### config.mk
export PLATFORM = sky130hd
export DESIGN_NAME = tdc_meas_ctrl_flat
export DESIGN_NICKNAME = d
export VERILOG_FILES = /design/src/rtl/tdc_pkg.sv /design/src/rtl/tdc_meas_ctrl_if.sv /design/src/rtl/tdc_sat_counter.sv /design/src/rtl/tdc_meas_ctrl.sv /design/src/flat_wrapper.sv
export SDC_FILE = /design/constraint.sdc
export NUM_CORES = 1
export LEC_CHECK = 0
export ABC_CLOCK_PERIOD_IN_PS = 4100
export BUFFER_PORTS_ARGS = -buffer_cell sky130_fd_sc_hd__buf_2
export CORE_MARGIN = 1
export CORE_UTILIZATION = 35
export CTS_CLUSTER_DIAMETER = 50
export CTS_CLUSTER_SIZE = 10
export DETAILED_ROUTE_END_ITERATION = 10
export HOLD_SLACK_MARGIN = 0.1
export PLACE_DENSITY = 0.64
export SYNTH_ARGS = -nofsm -noshare
export SYNTH_HDL_FRONTEND = slang
export SYNTH_SLANG_ARGS = --single-unit
### constraint.sdc
create_clock -name clk -period 4.1 [get_ports clk]
set_input_delay 0.82 -clock clk [delete_from_list [all_inputs] [get_ports clk]]
set_output_delay 0.82 -clock clk [all_outputs]
set_load 0.02 [all_outputs]
### src/rtl/tdc_pkg.sv
// Shared TDC definitions: controller state encoding and default code widths.
// Used by the measurement controller, the tap encoder and the host interface.
package tdc_pkg;

    localparam int COARSE_W_DEF = 16;
    localparam int FINE_W_DEF   = 6;

    typedef enum logic [1:0] {
        ST_IDLE  = 2'd0,
        ST_ARMED = 2'd1,
        ST_RUN   = 2'd2,
        ST_DONE  = 2'd3
    } tdc_state_t;

endpackage

### src/rtl/tdc_meas_ctrl_if.sv
// Host/datapath bundle of the TDC measurement controller; master = host and sampler side,
// slave = controller. Result leaves on a valid/ready pair, events are single-cycle pulses.
interface tdc_meas_ctrl_if
    import tdc_pkg::*;
#(
    parameter int COARSE_W = COARSE_W_DEF,
    parameter int FINE_W   = FINE_W_DEF
);
    logic                arm;
    logic                self_test;
    logic                pulse_out;
    logic                start_evt;
    logic [FINE_W-1:0]   start_fine;
    logic                stop_evt;
    logic [FINE_W-1:0]   stop_fine;
    logic                busy;
    logic                res_valid;
    logic                res_ready;
    logic [COARSE_W-1:0] res_coarse;
    logic [FINE_W-1:0]   res_fine_start;
    logic [FINE_W-1:0]   res_fine_stop;
    logic                res_timeout;

    modport master (
        output arm, self_test, start_evt, start_fine, stop_evt, stop_fine, res_ready,
        input  pulse_out, busy, res_valid, res_coarse, res_fine_start, res_fine_stop, res_timeout
    );

    modport slave (
        input  arm, self_test, start_evt, start_fine, stop_evt, stop_fine, res_ready,
        output pulse_out, busy, res_valid, res_coarse, res_fine_start, res_fine_stop, res_timeout
    );

endinterface

### src/rtl/tdc_sat_counter.sv
// Clearable up-counter that sticks at all-ones; one cycle from clr/en to cnt.
// No backpressure: clr has priority over en.
module tdc_sat_counter #(
    parameter int W = 16
) (
    input  logic         clk,
    input  logic         rst_n,
    input  logic         clr,
    input  logic         en,
    output logic [W-1:0] cnt
);

    always_ff @(posedge clk or negedge rst_n) begin
        if (!rst_n) begin
            cnt <= '0;
        end else if (clr) begin
            cnt <= '0;
        end else if (en && !(&cnt)) begin
            cnt <= cnt + W'(1);
        end
    end

endmodule

### src/rtl/tdc_meas_ctrl.sv
// Sequences one TDC measurement: arm, optional self-test pulse, coarse count start->stop, timeout.
// res_valid rises the cycle after stop (or after TIMEOUT armed/run cycles) and holds until res_ready.
module tdc_meas_ctrl
    import tdc_pkg::*;
#(
    parameter int COARSE_W  = COARSE_W_DEF,
    parameter int FINE_W    = FINE_W_DEF,
    parameter int TIMEOUT   = 4096,
    parameter int PULSE_CYC = 4
) (
    input  logic             clk,
    input  logic             rst_n,
    tdc_meas_ctrl_if.slave   bus
);

    localparam int                  PW        = (PULSE_CYC < 2) ? 1 : $clog2(PULSE_CYC);
    localparam logic [COARSE_W-1:0] TMO_LAST  = COARSE_W'(TIMEOUT - 1);
    localparam logic [PW-1:0]       PLS_LAST  = PW'(PULSE_CYC - 1);

    tdc_state_t state, state_nxt;

    logic [COARSE_W-1:0] coarse_cnt, tmo_cnt, coarse_inc;
    logic [PW-1:0]       pulse_cnt;
    logic                arm_acc, active, tmo_hit, pulse_last;
    logic                done_norm, done_tmo, cap_start;

    logic                busy_q, valid_q, pulse_q, to_q;
    logic                busy_d, valid_d, pulse_d, to_d;
    logic [COARSE_W-1:0] coarse_q, coarse_d;
    logic [FINE_W-1:0]   fs_q, fs_d, fp_q, fp_d;

    assign arm_acc    = (state == ST_IDLE) && bus.arm;
    assign active     = (state == ST_ARMED) || (state == ST_RUN);
    assign tmo_hit    = (tmo_cnt == TMO_LAST);
    assign pulse_last = (pulse_cnt == PLS_LAST);
    assign coarse_inc = (&coarse_cnt) ? coarse_cnt : coarse_cnt + COARSE_W'(1);

    // A stop in the timeout cycle still counts as a real measurement.
    assign done_norm = ((state == ST_ARMED) && bus.start_evt && bus.stop_evt) ||
                       ((state == ST_RUN) && bus.stop_evt);
    assign done_tmo  = active && tmo_hit && !done_norm;
    assign cap_start = (state == ST_ARMED) && bus.start_evt && (bus.stop_evt || !tmo_hit);

    tdc_sat_counter #(.W(COARSE_W)) u_coarse_cnt (
        .clk   (clk),
        .rst_n (rst_n),
        .clr   (arm_acc || cap_start),
        .en    (state == ST_RUN),
        .cnt   (coarse_cnt)
    );

    tdc_sat_counter #(.W(COARSE_W)) u_tmo_cnt (
        .clk   (clk),
        .rst_n (rst_n),
        .clr   (arm_acc),
        .en    (active),
        .cnt   (tmo_cnt)
    );

    tdc_sat_counter #(.W(PW)) u_pulse_cnt (
        .clk   (clk),
        .rst_n (rst_n),
        .clr   (arm_acc),
        .en    (pulse_q),
        .cnt   (pulse_cnt)
    );

    always_ff @(posedge clk or negedge rst_n) begin
        if (!rst_n) begin
            state <= ST_IDLE;
        end else begin
            state <= state_nxt;
        end
    end

    always_comb begin
        state_nxt = state;
        unique case (state)
            ST_IDLE:  if (bus.arm) state_nxt = ST_ARMED;
            ST_ARMED: begin
                if (done_norm || done_tmo) begin
                    state_nxt = ST_DONE;
                end else if (bus.start_evt) begin
                    state_nxt = ST_RUN;
                end
            end
            ST_RUN:   if (done_norm || done_tmo) state_nxt = ST_DONE;
            ST_DONE:  if (bus.res_ready) state_nxt = ST_IDLE;
            default:  state_nxt = ST_IDLE;
        endcase
    end

    // Next values of the registered outputs; decoded from the next state so the flops line up.
    always_comb begin
        busy_d   = (state_nxt != ST_IDLE);
        valid_d  = (state_nxt == ST_DONE);
        pulse_d  = 1'b0;
        coarse_d = coarse_q;
        to_d     = to_q;
        fs_d     = fs_q;
        fp_d     = fp_q;
        if (arm_acc) begin
            pulse_d = bus.self_test;
        end else if ((state_nxt == ST_ARMED) || (state_nxt == ST_RUN)) begin
            pulse_d = pulse_q && !pulse_last;
        end
        if (done_tmo) begin
            coarse_d = '1;
            to_d     = 1'b1;
        end else if (done_norm) begin
            coarse_d = (state == ST_RUN) ? coarse_inc : '0;
            to_d     = 1'b0;
            fp_d     = bus.stop_fine;
        end
        if (cap_start) begin
            fs_d = bus.start_fine;
        end
    end

    always_ff @(posedge clk or negedge rst_n) begin
        if (!rst_n) begin
            busy_q   <= 1'b0;
            valid_q  <= 1'b0;
            pulse_q  <= 1'b0;
            to_q     <= 1'b0;
            coarse_q <= '0;
            fs_q     <= '0;
            fp_q     <= '0;
        end else begin
            busy_q   <= busy_d;
            valid_q  <= valid_d;
            pulse_q  <= pulse_d;
            to_q     <= to_d;
            coarse_q <= coarse_d;
            fs_q     <= fs_d;
            fp_q     <= fp_d;
        end
    end

    assign bus.busy           = busy_q;
    assign bus.res_valid      = valid_q;
    assign bus.pulse_out      = pulse_q;
    assign bus.res_timeout    = to_q;
    assign bus.res_coarse     = coarse_q;
    assign bus.res_fine_start = fs_q;
    assign bus.res_fine_stop  = fp_q;

endmodule
### src/flat_wrapper.sv
// flat-port wrapper written by rule: the top's interface ports become plain ports
module tdc_meas_ctrl_flat import tdc_pkg::*;
#(
    parameter int COARSE_W  = COARSE_W_DEF,
    parameter int FINE_W    = FINE_W_DEF,
    parameter int TIMEOUT   = 4096,
    parameter int PULSE_CYC = 4
)
  (clk, rst_n, bus_arm, bus_self_test, bus_start_evt, bus_start_fine, bus_stop_evt, bus_stop_fine, bus_res_ready, bus_pulse_out, bus_busy, bus_res_valid, bus_res_coarse, bus_res_fine_start, bus_res_fine_stop, bus_res_timeout);
  tdc_meas_ctrl_if #(.COARSE_W(COARSE_W), .FINE_W(FINE_W)) bus_i ();
  input  logic clk;
  input  logic rst_n;
  input wire logic [$bits(bus_i.arm)-1:0] bus_arm;
  input wire logic [$bits(bus_i.self_test)-1:0] bus_self_test;
  input wire logic [$bits(bus_i.start_evt)-1:0] bus_start_evt;
  input wire logic [$bits(bus_i.start_fine)-1:0] bus_start_fine;
  input wire logic [$bits(bus_i.stop_evt)-1:0] bus_stop_evt;
  input wire logic [$bits(bus_i.stop_fine)-1:0] bus_stop_fine;
  input wire logic [$bits(bus_i.res_ready)-1:0] bus_res_ready;
  output wire logic [$bits(bus_i.pulse_out)-1:0] bus_pulse_out;
  output wire logic [$bits(bus_i.busy)-1:0] bus_busy;
  output wire logic [$bits(bus_i.res_valid)-1:0] bus_res_valid;
  output wire logic [$bits(bus_i.res_coarse)-1:0] bus_res_coarse;
  output wire logic [$bits(bus_i.res_fine_start)-1:0] bus_res_fine_start;
  output wire logic [$bits(bus_i.res_fine_stop)-1:0] bus_res_fine_stop;
  output wire logic [$bits(bus_i.res_timeout)-1:0] bus_res_timeout;
  assign bus_i.arm = bus_arm;
  assign bus_i.self_test = bus_self_test;
  assign bus_i.start_evt = bus_start_evt;
  assign bus_i.start_fine = bus_start_fine;
  assign bus_i.stop_evt = bus_stop_evt;
  assign bus_i.stop_fine = bus_stop_fine;
  assign bus_i.res_ready = bus_res_ready;
  assign bus_pulse_out = bus_i.pulse_out;
  assign bus_busy = bus_i.busy;
  assign bus_res_valid = bus_i.res_valid;
  assign bus_res_coarse = bus_i.res_coarse;
  assign bus_res_fine_start = bus_i.res_fine_start;
  assign bus_res_fine_stop = bus_i.res_fine_stop;
  assign bus_res_timeout = bus_i.res_timeout;
  tdc_meas_ctrl #(.COARSE_W(COARSE_W), .FINE_W(FINE_W), .TIMEOUT(TIMEOUT), .PULSE_CYC(PULSE_CYC)) u_core (.clk(clk), .rst_n(rst_n), .bus(bus_i));
endmodule
After elaboration in Yosys (flattened, before gate mapping). Index checks and enable logic that the tools add are counted.

Bits in registers: 68. Bits of input ports: 19. Output and inout bits: 32. Word-level logic and storage cells: 76.

Add/sub/neg operators: 3. Eq/ne operators: 8. Mux-type cells: 20. Bitwise logic cells: 1. Reduce and logical (&&, ||, !) cells: 33.

Operators by type and width (number): 16-bit 2-to-1 mux (8); 16-bit by 1-bit adder with 16-bit output, second input constant (2); 16-bit AND reduction (2); 16-bit by 12-bit equality test with 1-bit output, second input constant (1); 2-bit 2-to-1 mux (7); 1-bit logical AND (11); 2-bit equality test, second input constant (5); 2-bit nonzero test (5); 2-bit case mux with 4 select lines (1); 1-bit logical NOT (6); 1-bit logical OR (6); 2-bit by 1-bit equality test with 1-bit output, second input constant (2); 1-bit 2-to-1 mux (4); 2-bit AND reduction (2); 2-bit by 1-bit adder with 2-bit output, second input constant (1); 2-bit logical NOT (1); 1-bit NOT (1).

Depth between registers and ports, before layout. Gate-level depths: netlist of run 1.

Depth after elaboration: 13. Gate-level depth with buffers: 9. Mapped depth without buffers: 8.

Modules after synthesis. From an unflattened synthesis of run 1, not the netlist that was laid out.

Cells, all modules: 403. Area total of the unflattened synthesis: 3986.3 um^2.

Modules (own cells, without submodules): tdc_meas_ctrl (instances 1, cells each 203, area each 2023.2 um^2, sequential area each 850.8 um^2); tdc_sat_counter (u_core.u_coarse_cnt ...) (instances 2, cells each 95, area each 919.6 um^2, sequential area each 400.4 um^2); tdc_sat_counter (u_core.u_pulse_cnt) (instances 1, cells each 10, area each 123.9 um^2, sequential area each 50.0 um^2).

Worst setup path before layout of run 1. OpenSTA, ideal clock, no wires.

Path kind: input port to flip-flop. Start: input port bus_start_evt. End: register u_core.pulse_q, in the netlist u_core.bus.pulse_out. Library setup time: 0.121 ns. Data arrival time: 2.317 ns. Required time: 3.979 ns. Path slack: 1.662 ns. Stages on the path: 6. Path buffers: 0. Cell sequence: nand2_1 > a21boi_1 > or4_1 > a221oi_1 > ha_1 > a22o_1.

Cells in the longest elaborated chain, start to end: 12. Elaborated cells between the ends (all ways): 15. Those cells by class: eq/ne: 2; mux: 6; reduce/logical: 7.

RTL lines: start, declared (line flat_wrapper.sv:15) `input wire logic [$bits(bus_i.start_evt)-1:0] bus_start_evt;`; 1-bit logical AND (2 in series) (line tdc_meas_ctrl.sv:39) `assign done_norm = ((state == ST_ARMED) && bus.start_evt && bus.stop_evt) ||`; 1-bit logical OR (line tdc_meas_ctrl.sv:39); 1-bit logical NOT (line tdc_meas_ctrl.sv:41) `assign done_tmo = active && tmo_hit && !done_norm;`; 1-bit logical AND (line tdc_meas_ctrl.sv:41); 1-bit logical OR (line tdc_meas_ctrl.sv:81, tdc_meas_ctrl.sv:87); 2-bit 2-to-1 mux (on tied branches) (line tdc_meas_ctrl.sv:87, tdc_meas_ctrl.sv:81); 2-bit case mux with 4 select lines * (line tdc_meas_ctrl.sv:78) `unique case (state)`; 2-bit by 1-bit equality test with 1-bit output / 2-bit equality test (equally long branches) (line tdc_meas_ctrl.sv:104) `end else if ((state_nxt == ST_ARMED) || (state_nxt == ST_RUN)) begin`; 1-bit logical OR * (line tdc_meas_ctrl.sv:104); 1-bit 2-to-1 mux * (line tdc_meas_ctrl.sv:104); 1-bit 2-to-1 mux * (line tdc_meas_ctrl.sv:102) `if (arm_acc) begin`; net u_core.pulse_d (line tdc_meas_ctrl.sv:28) `logic busy_d, valid_d, pulse_d, to_d;`; end signal, assigned (line tdc_meas_ctrl.sv:132) `pulse_q <= pulse_d;`; end, declared (line tdc_meas_ctrl.sv:27) `logic busy_q, valid_q, pulse_q, to_q;`.

The timed path passes the listed nets; every way through them passes the cells marked *. A chain may end at the register's enable or synchronous reset.

Worst setup path after layout of run 1.
Start: register u_core.state[0]. End: register u_core.pulse_q, in the netlist u_core.bus.pulse_out.

Cells in the longest elaborated chain, start to end: 13. Elaborated cells between the ends (all ways): 25. Those cells by class: eq/ne: 5; mux: 8; reduce/logical: 12.

RTL lines: start, declared (line tdc_meas_ctrl.sv:20) `tdc_state_t state, state_nxt;`; start signal, assigned (line tdc_meas_ctrl.sv:72) `state <= state_nxt;`; 2-bit by 1-bit equality test with 1-bit output (line tdc_meas_ctrl.sv:33, tdc_meas_ctrl.sv:39, tdc_meas_ctrl.sv:78); 1-bit logical AND (2 in series) (line tdc_meas_ctrl.sv:39); 1-bit logical OR (line tdc_meas_ctrl.sv:39); 1-bit logical NOT (line tdc_meas_ctrl.sv:41); 1-bit logical AND (line tdc_meas_ctrl.sv:41); 1-bit logical OR (line tdc_meas_ctrl.sv:81, tdc_meas_ctrl.sv:87); 2-bit 2-to-1 mux (on tied branches) (line tdc_meas_ctrl.sv:87, tdc_meas_ctrl.sv:81); 2-bit case mux with 4 select lines (line tdc_meas_ctrl.sv:78); 2-bit by 1-bit equality test with 1-bit output / 2-bit equality test (equally long branches) (line tdc_meas_ctrl.sv:104); 1-bit logical OR (line tdc_meas_ctrl.sv:104); 1-bit 2-to-1 mux (line tdc_meas_ctrl.sv:104); 1-bit 2-to-1 mux * (line tdc_meas_ctrl.sv:102); net u_core.pulse_d (line tdc_meas_ctrl.sv:28).

Marked as above.

==> results of run 1 <==
==> registers in the layout, summed over array words and instances, names as in the netlist <==
| signal | flops |
|---|---|
| u_core.bus.res_coarse | 16 |
| u_core.u_coarse_cnt.cnt | 16 |
| u_core.u_tmo_cnt.cnt | 16 |
| u_core.bus.res_fine_start | 6 |
| u_core.bus.res_fine_stop | 6 |
| u_core.state | 2 |
| u_core.u_pulse_cnt.cnt | 2 |
| u_core.bus.busy | 1 |
| u_core.bus.pulse_out | 1 |
| u_core.bus.res_timeout | 1 |
| u_core.bus.res_valid | 1 |
==> synthesized netlist by cell type, drive strengths merged, types with 6 or more instances <==
cell,n,area [um^2]
o211ai,17,128
and3,6,37.5
a2bb2oi,9,78.8
mux2i,11,110
o21ai,31,159
nor2,24,97.6
nor4,8,75.1
or4,12,97.6
o31ai,13,97.6
inv,9,33.8
nand2,36,135
mux2,7,101
nor3,14,70.1
a21oi,23,115
clkbuf,19,72.6
nand4,12,81.3
dfrtp,68,1700
ha,10,125
buf,12,80.1
nand3,14,82.6
or3,7,43.8
==> critical path: stages (launching register included) <==
cell and delay (ps):
dfrtp_1 390, inv_1 100, ha_1 200, buf_4 220, inv_2 220, a21boi_1 250, or4_1 550, a221oi_1 320
ha_1 280, a22o_1 190
==> final cells by class <==
class                           count  area, um^2
Clock buffer                       11         253
Inverter                            9        33.8
Timing Repair Buffer               58         310
Sequential cell                    68        1700
Multi-Input combinational cell    307        2070
Clock inverter                      5         108
Fill cell                        1088        6290
Tap cell                          140         175
==> logic make-up (layout without fill, tap and decap cells) <==
group,count (synthesis),count (layout),share of synthesized area [%]
mux,18,18,5.35
flops,68,68,43.0
xor+xnor,6,6,1.33
compound gates,123,123,20.9
simple gates,150,150,21.5
fa+ha+maj,10,10,3.16
buf+inv,40,83,4.71
==> how the worst max path moves through the flow <==
stage               cells after the start       startpoint                   end  slack, ps
detailed placement                      8    bus_start_evt  u_core.bus.pulse_out       1110
finish                                  9  u_core.state[0]  u_core.bus.pulse_out       1260
global route                            9  u_core.state[0]  u_core.bus.pulse_out       1020
floorplan                               6    bus_start_evt  u_core.bus.pulse_out       1660
global placement                        8    bus_start_evt  u_core.bus.pulse_out       1180
CTS                                     9  u_core.state[0]  u_core.bus.pulse_out       1230
==> placed cells by master (no fill, tap or decap), types with 11 or more instances in the layout <==
master,netlist,layout
o31ai_1,13,13
o211ai_1,17,17
mux2i_1,11,11
buf_2,7,50
nand3_1,13,13
nor2_1,23,23
o21ai_0,29,29
nor3_1,14,14
dfrtp_1,68,68
a21oi_1,23,23
nand2_1,36,36
nand4_1,11,11
==> per-stage QoR <==
stage | instance area (um^2) | total power (W) | instances | utilization [%] | hold slack, ps
after floorplan | 3960 | 0.00156 | 415 | - | 493
after global placement | 4290 | 0.00181 | 582 | 39.2 | 453
after global routing | 4650 | 0.00291 | 598 | 42.5 | 471
after CTS | 4650 | 0.00277 | 598 | 42.5 | 454
after detailed placement | 4290 | 0.00183 | 582 | 39.2 | 465
final | 4650 | 0.00274 | 598 | 42.5 | 440
==> where the power goes <==
| part | total (W) | internal (W) | leakage, nW | switching, W |
|---|---|---|---|---|
| Sequential | 0.000930 | 0.000828 | 0.899 | 0.000102 |
| Clock | 0.000923 | 0.000629 | 0.176 | 0.000294 |
| Combinational | 0.000887 | 0.000338 | 0.894 | 0.000549 |
==> metal layers <==
| metal | track usage [%] | share of wire [%] |
|---|---|---|
| met5 | 0 | 0 |
| met4 | 7.05 | 1.5 |
| met3 | 3.74 | 4.3 |
| met2 | 28.5 | 49 |
| met1 | 21.6 | 45 |
==> impl_results.md, run 1 <==
* Status: completed
* Register area share after synthesis at 43.0%
* DRC violations left at 0
* Fin. Hold Viols at 0
* WL/cell at around 16 um
* Input/output buffers at 50
* Cell Pwr Density at 590 nW/um^2
* DRT Pass-1 Iters at 4
* Hold buffer count at CTS at 0
* Post-Syn Area at 3960 um^2
* Worst Setup Path Type: flop to flop
* Clk buf depth at 2
* Setup violators final at 0
* Least-Margin Pin Slew at 812 ps
* Synthesis-to-layout area growth at 17.5%
* Post_cts resized at 0
* FF-to-FF End: u_core.bus.pulse_out
* Antenna-violating nets left at 0
* Static leakage power at 1.97 nW
* Startpoint types: flop
* Share of cells above drive strength 1 at around a fifth
* CTS Sinks at 68
* Initial Utilization at 36.2%
* Async S/R FF share, synth at 100%
* Setup bufs post-CTS at 0
* Syn Area/Cell at between 9 and 10 um^2
* Vias in the first global route at between 3,000 and 4,000
* Final WS setup at 1260 ps
* First-pass GRT wire length at between 15,000 and 20,000 um
* Diode count at 0
* Chip Width at 108 um
* Unique masters post-synth at 63
* Seq cells post-synth at 68
* Core ar. at 10,900 um^2
* I/O pin cnt at 51
* Crit path DAT at 3070 ps
* Final setup TNS at 0 ps
* DR vias/cell at 5.64
* Final nets at approximately 480
* Initial antenna violation count at 0
* Max Cap Viol at 0
* Ys flop type: dfrtp_1
* Placement Rows at 38
* CTS clock-pin slew for the worst setup and hold paths at 60 ps
* WL final at 9350 um
* Crit. End Element: flop
* Root Driver: clkbuf_16
* Total GRT Usage at ~17%
* Post-route minimum period at 2840 ps
* Num CTS Buffers at 9
* Number of synthesized flops with an enable pin at 0
* DR iter-0 viols at 206
* Final Cycle Share at 69.4%
* Worst-path fanout max at 27
* Die area at between 10,000 and 15,000 um^2
* Cells on worst reg2reg path at 9
* Max-slew headroom at 45.6%
* CTS tree: yes
* Reg2reg setup slack at approximately 1300 ps
* Synth Net Count at 444
* DIE HEIGHT at 108 um
* Post-place setup slack at 1110 ps
* Gpl congestion at 0.821
* Hold Path Class: primary input to async pin
* Skew-Pair Late Insertion Delay at 330 ps
* Remaining Overflow, GRT at 0
* Slew Viols, Final at 0
* Hpwl dp at between 6000 and 7000 um
* Peak Freq at about 350 MHz
* R2r startpoint: u_core.state[0]
* Critical Path RT at 4320 ps
* Maximum vdd drop at 0.000216 V
* Final Skew at 4.45 ps
* Mapped Cells at 415
* Largest net degree at the start of global routing at 32
* H-tree Lvls at 3
* Synthesis Warnings at 0
* RSZ-0062 raised after global routing: false
* DR vias at between 3,000 and 4,000
Power figures use the tool's default switching activity.
==> run 2, diff against run 1 <==
--- a/config.mk
+++ b/config.mk
@@ -5,7 +5,7 @@
 export SDC_FILE = /design/constraint.sdc
 export NUM_CORES = 1
 export LEC_CHECK = 0
-export ABC_CLOCK_PERIOD_IN_PS = 4100
+export ABC_CLOCK_PERIOD_IN_PS = 2500
 export BUFFER_PORTS_ARGS = -buffer_cell sky130_fd_sc_hd__buf_2
 export CORE_MARGIN = 1
 export CORE_UTILIZATION = 35
@@ -13,7 +13,7 @@
 export CTS_CLUSTER_SIZE = 10
 export DETAILED_ROUTE_END_ITERATION = 10
 export HOLD_SLACK_MARGIN = 0.1
-export PLACE_DENSITY = 0.64
+export PLACE_DENSITY = 0.66
 export SYNTH_ARGS = -nofsm -noshare
 export SYNTH_HDL_FRONTEND = slang
 export SYNTH_SLANG_ARGS = --single-unit
==> constraint.sdc (replaced) <==
create_clock -name clk -period 2.5 [get_ports clk]
set_input_delay 0.5 -clock clk [delete_from_list [all_inputs] [get_ports clk]]
set_output_delay 0.5 -clock clk [all_outputs]
set_load 0.02 [all_outputs]
==> impl_results.md, run 2 (synthesis gave the netlist of run 1 again) <==
* Status: completed (unchanged)
* CTS clock-pin slew for the worst setup and hold paths at 60 ps (about the same)
* Vias in the first global route at 3,400 (was 3,156)
* DRC violations left at 0 (unchanged)
* I/O pin cnt at 51 (unchanged)
* Setup bufs post-CTS at 0 (unchanged)
* Initial antenna violation count at 0 (unchanged)
* Hold Path Class: primary input to async pin (unchanged)
* Post-route minimum period at 2360 ps (was 2840 ps)
* Diode count at 0 (unchanged)
* Setup violators final at 0 (unchanged)
* Startpoint types: flop (unchanged)
* DIE HEIGHT at 108 um (unchanged)
* Hold buffer count at CTS at 0 (unchanged)
* Fin. Hold Viols at 0 (unchanged)
* Reg2reg setup slack at 140 ps (was 1260 ps)
* Clk buf depth at 2 (unchanged)
* Worst Setup Path Type: flop to flop (unchanged)
* CTS tree: yes (unchanged)
* Remaining Overflow, GRT at 0 (unchanged)
* CP Buf/Inv Count at 0 (was 3)
* Met1 Use GR at 21.0% (was 21.6%)
* Worst-path fanout max at 6 (was 27)
* DR vias/cell at 5.72 (was 5.64)
* Input/output buffers at 50 (unchanged)
* Share of cells above drive strength 1 at 23.4% (was 21.0%)
* DR vias at 3,491 (was 3,373)
* Cells on worst reg2reg path at 6 (was 9)
* Initial Utilization at 36.2% (unchanged)
* Final Cycle Share at 94.5% (was 69.4%)
* RSZ-0062 raised after global routing: false (unchanged)
* Placement Rows at 38 (unchanged)
* Grt peak-use layer: met2 (unchanged)
* DRT Pass-1 Iters at 5 (was 4)
* Met2 global-route usage at 30.5% (was 28.5%)
* CP Cell Sequence: or4_4 -> nor4_4 -> o21ai_1 -> a22o_1 -> ha_1 -> a22o_1 (was inv_1 -> ha_1 -> buf_4 -> inv_2 -> a21boi_1 -> or4_1 -> a221oi_1 -> ha_1 -> a22o_1)
* Root Driver: clkbuf_16 (unchanged)
* WP depth at 6 (was 9)
* Final nets at 494 (was 482)
* Max-slew headroom at 45.6% (about the same)
* Worst hold margin at 179 ps (was 440 ps)
* Most frequent cells in the layout: 67 x dfrtp_1, 50 x buf_2, 36 x nand2_1 (was 68 x dfrtp_1, 50 x buf_2, 36 x nand2_1)
* Layout Utilization at 43.3% (was 42.5%)
* H-tree Lvls at 3 (unchanged)
* Crit path DAT at 2590 ps (was 3070 ps)
* Gpl congestion at 0.925 (was 0.821)
* Skew-Pair Late Insertion Delay at 340 ps (was 330 ps)
* Max Cap Viol at 0 (unchanged)
* Least-Margin Pin Slew at 813 ps (was 812 ps)
* Num CTS Buffers at 9 (unchanged)
* DR iter-0 viols at 181 (was 206)
* WL final at 9530 um (was 9350 um)
* Most common cell after layout, fill and taps aside: dfrtp_1 (unchanged)
* Most used cell, CP: a22o_1 (was ha_1)
* R2r startpoint: u_core.u_tmo_cnt.cnt[13] (was u_core.state[0])
* Static leakage power at 2.01 nW (was 1.97 nW)
* Overall power after layout at 0.00439 W (was 0.00274 W)
* Die area at 11,700 um^2 (unchanged)
* Total GRT Usage at 17.8% (was 17.1%)
* Core ar. at 10,900 um^2 (unchanged)
* Final Skew at 8.30 ps (was 4.45 ps)
* Final setup TNS at 0 ps (unchanged)
* Crit-path leading delay family: simple AND/OR/NAND/NOR gates (was compound AO/OA/AOI/OAI gates)
* FF-to-FF End: u_core.bus.pulse_out (unchanged)
* Met3 Usage GRT at 3.92% (was 3.74%)
* Chip Width at 108 um (unchanged)
* Slew Viols, Final at 0 (unchanged)
* Hpwl dp at 6580 um (was 6340 um)
* Antenna-violating nets left at 0 (unchanged)
* Max incr delay on CP at 590 ps (was 550 ps)
* CTS Sinks at 68 (unchanged)
* Peak Freq at 423 MHz (was 352 MHz)
* WL/cell at 15.6 um (about the same)
* First-pass GRT wire length at 16,200 um (was 15,500 um)
* CP max-delay cell: or4_4 (was or4_1)
* Maximum vdd drop at 0.000371 V (was 0.000216 V)
* Cell Pwr Density at 927 nW/um^2 (was 590 nW/um^2)
* Crit. End Element: flop (unchanged)
* Largest net degree at the start of global routing at 45 (was 32)
* Critical Path RT at 2720 ps (was 4320 ps)
* Synthesis-to-layout area growth at 19.7% (was 17.5%)
## run 2: cell count changes in the layout (fill, tap and decap cells not counted), sizes merged
cell	change
buf	+12
clkbuf	-2
clkinv	+2
bufinv	-1
clkinvlp	+1
## run 2: repair_timing
action | CTS | global route
pin swaps | 0 | 2
gates resized for setup | 1 | 3
cloned | 0 | 0
setup endpoints to repair | 1 | 1
## run 2: layout make-up
cell class / instances / area [um^2]
Fill cell: 1081 / 6200
Multi-Input combinational cell: 307 / 2080
Sequential cell: 68 / 1700
Timing Repair Buffer: 70 / 425
Clock buffer: 9 / 225
Tap cell: 140 / 175
Clock inverter: 7 / 91.3
Inverter: 9 / 33.8
## run 2: metrics by stage
| stage | area (um^2) | setup WS, ps | cells |
|---|---|---|---|
| after detailed placement | 4400 | 2.13 | 594 |
| after global placement | 4400 | 146 | 594 |
| after floorplan | 3960 | 95.1 | 415 |
| final | 4730 | 137 | 610 |
| after CTS | 4730 | 101 | 610 |
| after global routing | 4730 | 11.8 | 610 |
## run 2: power by group
part           internal [W]  switching, W
logic              0.000592      0.000939
clock network      0.000869      0.000484
registers           0.00136      0.000149
## run 2: per-layer routing
metal  vias up  wire length (um)
li1       1670                 -
met1      1736              4200
met2        69              4750
met3        16               357
met4         0               220
met5         -                 0
## run 2: worst max-delay path by stage
| stage | startpoint | endpoint | slack, ps |
|---|---|---|---|
| 6_report | u_core.u_tmo_cnt.cnt[13] | u_core.bus.pulse_out | 140 |
| 5_1_grt | u_core.u_tmo_cnt.cnt[13] | u_core.bus.pulse_out | 10 |
| 4_1_cts | u_core.state[0] | u_core.bus.pulse_out | 100 |
| 3_5_place_dp | u_core.state[0] | u_core.bus.pulse_out | 2 |
| 3_3_place_gp | u_core.state[0] | u_core.bus.pulse_out | 150 |
| 2_1_floorplan | u_core.state[0] | u_core.bus.pulse_out | 100 |
## run 2: worst reg2reg max path, cell delays in order (launching register included)
cell and delay (ps):
dfrtp_1 430, or4_4 590, nor4_4 430, o21ai_1 130
a22o_1 200, ha_1 280, a22o_1 190
